[src/rtl/timer_pkg.sv]
// Purpose  : shared definitions for the memory-mapped down-counter timer.
// Latency  : n/a (types, constants and helpers only).
// Backpress: n/a.
//
// Contents:
//   - word offsets of the bus-visible registers
//   - CTRL bit positions plus a packed view of the CTRL register
//   - mode encodings
//   - FSM state encoding
package timer_pkg;

    // Word offsets within the timer's bus window. Offset 3 is reserved and reads 0.
    localparam logic [1:0] CTRL_OFF   = 2'd0;
    localparam logic [1:0] PRESET_OFF = 2'd1;
    localparam logic [1:0] COUNT_OFF  = 2'd2;

    // CTRL bit positions. Everything above CTRL_IM_BIT reads as zero.
    localparam int CTRL_EN_BIT   = 0;
    localparam int CTRL_MODE_LSB = 1;
    localparam int CTRL_MODE_MSB = 2;
    localparam int CTRL_IM_BIT   = 3;
    localparam int CTRL_W        = 4;

    // Mode encodings. The unused codes 2 and 3 fall through to one-shot
    // behaviour, because only MODE_RELOAD is ever tested for.
    localparam logic [1:0] MODE_ONESHOT = 2'd0;
    localparam logic [1:0] MODE_RELOAD  = 2'd1;

    // Packed CTRL image. The field order matches the bit positions above,
    // so a 4-bit slice of the bus word casts straight onto it.
    typedef struct packed {
        logic       im;    // [3]   interrupt mask, 1 = irq allowed out
        logic [1:0] mode;  // [2:1] MODE_ONESHOT / MODE_RELOAD
        logic       en;    // [0]   timer enable
    } ctrl_t;

    // FSM states.
    typedef enum logic [1:0] {
        IDLE = 2'd0,
        LOAD = 2'd1,
        CNT  = 2'd2,
        INT  = 2'd3
    } state_t;

    // Zero-extended bus view of CTRL.
    function automatic logic [31:0] ctrl_word(input ctrl_t c);
        return {{(32 - CTRL_W){1'b0}}, c};
    endfunction

    // Only code 1 reloads; every other mode value behaves as one-shot.
    function automatic logic is_reload(input logic [1:0] mode);
        return mode == MODE_RELOAD;
    endfunction

endpackage

[src/rtl/timer_counter.sv]
// Purpose  : memory-mapped down-counter timer with one-shot and auto-reload modes, driving one HWInt bit.
// Latency  : rdata/irq are combinational from registers (zero read latency); writes take effect at the next clk edge.
// Backpress: none; the bus port accepts a write every cycle and never stalls.
//
// Ports:
//   clk    - system clock
//   reset  - synchronous, active-high; clears every register and aborts any count
//   addr   - word offset: 0 CTRL, 1 PRESET, 2 COUNT (read-only), 3 reserved (reads 0)
//   we     - write strobe, sampled on the rising edge of clk
//   wdata  - write data
//   rdata  - combinational read data for addr; narrower registers are zero-extended
//   irq    - CTRL.IM & irq_flag
module timer_counter
    import timer_pkg::*;
#(
    parameter int CNT_W = 32
) (
    input  logic        clk,
    input  logic        reset,
    input  logic [1:0]  addr,
    input  logic        we,
    input  logic [31:0] wdata,
    output logic [31:0] rdata,
    output logic        irq
);

    // Architectural state.
    ctrl_t              ctrl_q;
    logic [CNT_W-1:0]   preset_q;
    logic [CNT_W-1:0]   count_q;
    logic               irq_flag_q;
    state_t             state_q;

    // Bus write decode. Writes to COUNT and to the reserved offset are dropped.
    logic ctrl_wr;
    logic preset_wr;

    assign ctrl_wr   = we && (addr == CTRL_OFF);
    assign preset_wr = we && (addr == PRESET_OFF);

    // Terminal count: the edge that moves CNT -> INT and raises irq_flag.
    // COUNT values 0 and 1 are both terminal. That makes PRESET = 0 behave
    // as PRESET = 1, and it keeps the counter from ever wrapping below zero.
    // This term is also used to stop a coincident bus acknowledge from
    // swallowing a fresh interrupt.
    logic flag_set;

    assign flag_set = (state_q == CNT) && ctrl_q.en && (count_q <= CNT_W'(1));

    // FSM, counter and register file share one process. Bus writes are
    // placed after the FSM updates, so a CTRL write in the same cycle that the
    // FSM auto-clears EN overrides the FSM. The acknowledge is gated by
    // flag_set, so the set wins when both happen on the same edge.
    always_ff @(posedge clk) begin
        if (reset) begin
            ctrl_q     <= '0;
            preset_q   <= '0;
            count_q    <= '0;
            irq_flag_q <= 1'b0;
            state_q    <= IDLE;
        end else begin
            case (state_q)
                IDLE: begin
                    if (ctrl_q.en) begin
                        state_q <= LOAD;
                    end
                end

                LOAD: begin
                    // PRESET is sampled only here. A PRESET write during CNT
                    // therefore affects the next period, not the current one.
                    count_q <= preset_q;
                    state_q <= CNT;
                end

                CNT: begin
                    if (!ctrl_q.en) begin
                        // Abort: COUNT freezes. A later re-enable goes
                        // through LOAD again.
                        state_q <= IDLE;
                    end else if (count_q > CNT_W'(1)) begin
                        count_q <= count_q - CNT_W'(1);
                    end else begin
                        count_q    <= '0;
                        irq_flag_q <= 1'b1;
                        state_q    <= INT;
                    end
                end

                INT: begin
                    if (is_reload(ctrl_q.mode)) begin
                        // Auto-reload: the flag was high for exactly this one
                        // cycle. Start the next period.
                        irq_flag_q <= 1'b0;
                        state_q    <= LOAD;
                    end else begin
                        // One-shot: the level interrupt stays until software
                        // acknowledges it. The timer disarms itself here.
                        ctrl_q.en <= 1'b0;
                        state_q   <= IDLE;
                    end
                end

                default: begin
                    state_q <= IDLE;
                end
            endcase

            if (ctrl_wr) begin
                ctrl_q <= ctrl_t'(wdata[CTRL_W-1:0]);
            end

            if (preset_wr) begin
                preset_q <= wdata[CNT_W-1:0];
            end

            // Any write to CTRL or PRESET acknowledges the interrupt, unless
            // the flag is being raised on this same edge.
            if ((ctrl_wr || preset_wr) && !flag_set) begin
                irq_flag_q <= 1'b0;
            end
        end
    end

    // Combinational read mux. Registers narrower than 32 bits are zero-extended.
    always_comb begin
        rdata = '0;
        case (addr)
            CTRL_OFF:   rdata = ctrl_word(ctrl_q);
            PRESET_OFF: rdata = 32'(preset_q);
            COUNT_OFF:  rdata = 32'(count_q);
            default:    rdata = '0;
        endcase
    end

    // The mask acts on the output only; it never changes irq_flag itself.
    assign irq = ctrl_q.im & irq_flag_q;

endmodule

[config.mk]
export PLATFORM = sky130hd
export DESIGN_NAME = timer_counter
export DESIGN_NICKNAME = d
export VERILOG_FILES = /design/src/rtl/timer_pkg.sv /design/src/rtl/timer_counter.sv
export SDC_FILE = /design/constraint.sdc
export NUM_CORES = 1
export LEC_CHECK = 0
export CAP_MARGIN = 20
export CORE_ASPECT_RATIO = 0.8
export CORE_UTILIZATION = 53
export DETAILED_ROUTE_END_ITERATION = 12
export PLACE_DENSITY = 0.89
export SKIP_LAST_GASP = 1
export SYNTH_ARGS = -nofsm -noshare
export SYNTH_HDL_FRONTEND = slang
export SYNTH_SLANG_ARGS = --single-unit
export TNS_END_PERCENT = 20
[constraint.sdc]
create_clock -name clk -period 3.76 [get_ports clk]
set_clock_uncertainty 0.15 [all_clocks]
set_input_delay 0.376 -clock clk [delete_from_list [all_inputs] [get_ports clk]]
set_output_delay 0.376 -clock clk [all_outputs]
set_load 0.03 [all_outputs]
==> results.toml, run 1 <==
[outcome]
status = "complete, no violations"

[detailed_routing]
vias_per_cell = 6.80
route.met2.wl_mm = 5.69
wl_met3_mm = 1.37
drt_iter0_markers = 481
num_vias = 4477
m1WireLength_mm = 5.13
postRouteAntennaNets = 0
route.detailed.drc = 0
wl_per_cell_um = 19.0
dr.pass1.iters = 8
dr.max_layer_used = "met4"
routed_wl_mm = 12.5

[logic_synthesis]
synth_edf_count = 0
ys_seq_area_share_pct = 35.5
ys_warn_count = 0
synth_area_leaders = "dfxtp_1 36%, nand2_1 8.3%, a21oi_1 7.8%, a22o_1 5.9%, clkbuf_1 3.8%"
avgSynthCellArea_um2 = 7.68
ys.flop_type = "dfxtp_1"
synth_seq_cells = 71
postSynthNetCount = 560
yosys.cell_types.count = 55
netlist.top_cell.by_area = "dfxtp_1"
async_flop_share_pct = 0
synth_area_mm2 = 0.00400
synth_cells = 521
synth_top_area_share_pct = 35.5

[timing]
period_share_pct = 79.4
setup_slack_ps = 773
slew_headroom_pct = 49.2
setup_viol = 0
hold_slack_ps = 329
worst_pin_slew_ps = 761
timing.final.hold_violations = 0
finalMaxSlewViolations = 0
rsz0062_at_grt = "no"
max_freq_ghz = 0.335
fin_tns_setup_ps = 0
period_needed_ps = 2990

[clock_tree]
postCtsSetupRepairBufs = 0
hold_buffers = 0
clock_latency_ps = 350
cts-root-buf = "clkbuf_8"
htreeDepth = 3
cts_made_buffers = 9
cts_tree = "built"
clk_pin_slew_ps = 70
clockBufferDepth = 2
cts_resized = 0
cts.sinks = 71

[placement]
dp_slack_ps = 808
gp_congestion = 0.928
numPortBuffers = 69
hpwl_mm = 8.22

[worst_setup_path]
max_stage_delay_ps = 600
rr_endpoint = "count_q[30]"
cp.arrival_ps = 3040
path_cells = "nor4_1 -> buf_4 -> and4_1 -> nand4_2 -> nand3_1 -> o22ai_1"
crit_type = "reg -> reg"
critPathRequiredTime_ps = 3810
worstSetupStartpointType = "flop"
rrSetupSlack_ps = 770
cp_slowest_cell = "nand3_1"
cp_max_fo = 20
rr_worst_depth = 6
crit_path_end_kind = "flop"
reg2reg_from = "count_q[4]"

[cells_and_area]
seq_area_mm2 = 0.00142
fill_cells = 560
mostFrequentLayoutCells = "88 x nand2_1, 71 x dfxtp_1, 68 x clkdlybuf4s50_1"
diodes = 0
drive_gt1_share_pct = 7.88
fin_util_pct = 68.8
syn2layout_area_growth_pct = 22.0
fin_nets = 606
multi_input_area_mm2 = 0.00234
final_common_cell = "nand2_1"

[floorplan]
die_h_um = 79.7
pin_count = 70
rows = 27
core-area_mm2 = 0.00709
die_area_mm2 = 0.00790
start_util_pct = 56.4
dieWidth_um = 99.1

[global_route]
grt_pass1_vias = 4140
grt_first_pass_wirelength_mm = 20.1
grt_usage_pct = 32.5
grt_antenna_before_repair = 0
grt_max_degree = 65
grt_overflow = 0

[worst_hold_path]
hp-class = "reg -> reg"
holdPathEnd = "preset_q[11]"
worstHoldStart = "preset_q[11]"
hold_path_depth = 2

[power_and_ir_drop]
p_per_area_mw_per_mm2 = 326
total_power_mw = 1.59
p_leak_nw = 1.80
vdd_ir_drop_max_mv = 0.218

[flow_run]
cap_violations = 0
[cells by family (layout without fill, tap and decap cells)]
kind of cell | count (synthesis) | count (layout) | share of synthesized area, %
and+or+nand+nor | 201 | 201 | 24.5
xor gates and xnor gates | 1 | 1 | 0.219
AOI/OAI and AO/OA | 168 | 168 | 28.3
DFF | 71 | 71 | 35.5
buffers and inverters | 60 | 110 | 6.10
muxes | 18 | 18 | 4.66
adders and majority gates | 2 | 2 | 0.626
[area by class of cell]
class / instances / share of cell area (%)
multi-input combinational: 390 / 48.0
tap: 87 / 2.23
clock buffer: 14 / 3.13
timing repair buffer: 87 / 16.8
clock inverter: 1 / 0.103
inverter: 8 / 0.615
sequential: 71 / 29.1
[flip-flops by register name, indices dropped and copies added (netlist names)]
| name | cells |
|---|---|
| ctrl_q | 4 |
| irq_flag_q | 1 |
| preset_q | 32 |
| state_q | 2 |
| count_q | 32 |
[synthesized netlist by cell type, types with 6 or more instances]
library cell   n
buf_1          6
dfxtp_1       71
o211ai_1       7
nand3_1       17
o21ai_0       14
a32oi_1       12
a22o_1        27
nand2_1       88
inv_1          8
mux2i_1       13
nor3_1         9
clkbuf_1      41
o22ai_1        7
a21oi_1       62
nor2_1        28
nand4_1        6
nor4_1        18
[where the power goes]
group          switching (mW)  internal, mW  leakage [nW]  total [mW]
clock network           0.279         0.254        0.0805       0.533
logic                   0.160         0.109          1.14       0.269
registers              0.0205         0.769         0.575       0.790
[through the flow]
step                instance area (um^2)  cells
global placement                    4720    643
finish                              4880    658
floorplan                           4000    521
detailed placement                  4720    643
CTS                                 4880    658
global route                        4880    658
[critical path, delay by kind of cell (launching register included)]
family | cells | cell delay, ps
flip-flops | 1 | 420
buffers and inverters | 1 | 220
AO/OA/AOI/OAI | 1 | 170
AND/OR/NAND/NOR | 4 | 1870
[worst max-delay path by stage]
stage / startpoint / endpoint / slack [ps]
finish: count_q[4] / count_q[30] / 770
global route: count_q[4] / count_q[30] / 610
CTS: addr[0] / rdata[14] / 790
detailed placement: addr[0] / rdata[14] / 810
global placement: addr[0] / rdata[24] / 860
floorplan: count_q[16] / count_q[29] / 890
[metal layers]
| metal | global-route usage [%] | up-vias |
|---|---|---|
| li1 | - | 2025 |
| met1 | 41.4 | 2118 |
| met2 | 52.0 | 299 |
| met3 | 8.41 | 35 |
| met4 | 15.0 | 0 |
| met5 | 0 | - |
Note: power is estimated with default switching activity, not from simulation.
==> run 2, diff against run 1 <==
clock period = 3 ns   (was 3.76 ns; I/O delays follow)
==> run 2 against run 1 <==
Via count decreased by 1.0%. First-iteration DRC count decreased by 12%. Hold slack got worse by 100 ps. Fmax increased by 7.0%. Critical path type unchanged. Largest power group is now clock. Highest routed layer unchanged.
==> results.toml, run 2 (synthesized netlist as in run 1, its figures left out) <==
[clock_tree]
clk_pin_slew_ps = 70
cts_resized = 0
htreeDepth = 3
cts-root-buf = "clkbuf_8"
hold_buffers = 0
clock_latency_ps = 360
cts_made_buffers = 9
postCtsSetupRepairBufs = 0
cts.sinks = 71
clockBufferDepth = 2
cts_tree = "built"

[power_and_ir_drop]
p_leak_nw = 1.95
vdd_ir_drop_max_mv = 0.307
p_per_area_mw_per_mm2 = 479
total_power_mw = 2.37

[worst_hold_path]
hp-class = "in -> reg"
hold_path_depth = 3

[global_route]
grt_max_degree = 65
grt_pass1_vias = 3928
grt_antenna_before_repair = 0
grt_first_pass_wirelength_mm = 20.1
grt_overflow = 0
grt_usage_pct = 32.9

[timing]
finalMaxSlewViolations = 0
period_needed_ps = 2790
period_share_pct = 93.1
timing.final.hold_violations = 0
setup_viol = 0
slew_headroom_pct = 54.4
rsz0062_at_grt = "no"
max_freq_ghz = 0.358
worst_pin_slew_ps = 684
fin_tns_setup_ps = 0

[floorplan]
core-area_mm2 = 0.00709
dieWidth_um = 99.1
pin_count = 70
die_h_um = 79.7
rows = 27
start_util_pct = 56.4
die_area_mm2 = 0.00790

[cells_and_area]
diodes = 0
fill_cells = 581
drive_gt1_share_pct = 14.9
final_common_cell = "nand2_1"
mostFrequentLayoutCells = "88 x nand2_1, 71 x dfxtp_1, 62 x a21oi_1"
fin_nets = 611
largest_registers = "count_q (32), preset_q (32), ctrl_q (4)"
syn2layout_area_growth_pct = 24.1
fin_util_pct = 69.9

[placement]
numPortBuffers = 69
gp_congestion = 0.921
hpwl_mm = 8.46

[flow_run]
cap_violations = 0

[worst_setup_path]
cp.arrival_ps = 2920
crit_end = "count_q[29]"
crit_type = "reg -> reg"
rrSetupSlack_ps = 210
worstSetupStartpointType = "flop"
crit_path_end_kind = "flop"
worstSetupStartpoint = "count_q[16]"
rr_worst_depth = 5
critPathRequiredTime_ps = 3130
cp_max_fo = 9
reg2reg_from = "count_q[16]"
rr_endpoint = "count_q[29]"

[detailed_routing]
wl_per_cell_um = 19.1
drt_iter0_markers = 421
route.detailed.drc = 0
postRouteAntennaNets = 0
routed_wl_mm = 12.7
vias_per_cell = 6.67
num_vias = 4431
dr.pass1.iters = 7

[outcome]
status = "complete, no violations"
[run 2: worst min-delay path by stage]
stage,from,endpoint,slack (ps)
floorplan,wdata[11],preset_q[11],290
global placement,preset_q[11],preset_q[11],310
detailed placement,preset_q[11],preset_q[11],310
CTS,reset,count_q[20],210
global route,reset,count_q[20],240
finish,reset,count_q[20],230
[run 2: metal layers]
metal  track usage [%]  wire [um]
met5                 0          0
met4              12.4        241
met3              6.57       1370
met2              53.6       5680
met1              43.4       5400
[run 2: where the power goes]
group | total, mW | internal [mW] | switching, mW
sequential | 0.989 | 0.963 | 0.0257
combinational | 0.348 | 0.144 | 0.204
clock | 1.04 | 0.661 | 0.377
total | 2.37 | 1.77 | 0.606
[run 2: layout make-up]
| class | count | area [um^2] | area share [%] |
|---|---|---|---|
| clock buffers | 11 | 141 | 2.85 |
| clock inverters | 5 | 129 | 2.60 |
| inverters | 8 | 30.0 | 0.605 |
| multi-input cells | 390 | 2340 | 47.2 |
| flip-flops and latches | 71 | 1420 | 28.6 |
| well taps | 87 | 109 | 2.19 |
| repair buffers | 92 | 791 | 15.9 |
[run 2: worst max-delay path, stage by stage (launching register included)]
cell,delay [ps]
dfxtp_1,380
or4_4,630
or3_1,400
or4_4,530
or4b_1,470
a31oi_1,160
[run 2: stage by stage]
step | instance area [um^2] | hold WS [ps] | setup WS [ps] | cells
2_1_floorplan | 4000 | 286 | 129 | 521
3_3_place_gp | 4690 | 311 | 274 | 648
3_5_place_dp | 4690 | 311 | 241 | 648
4_1_cts | 4960 | 214 | 230 | 664
5_1_grt | 4960 | 245 | 122 | 664
6_report | 4960 | 227 | 208 | 664
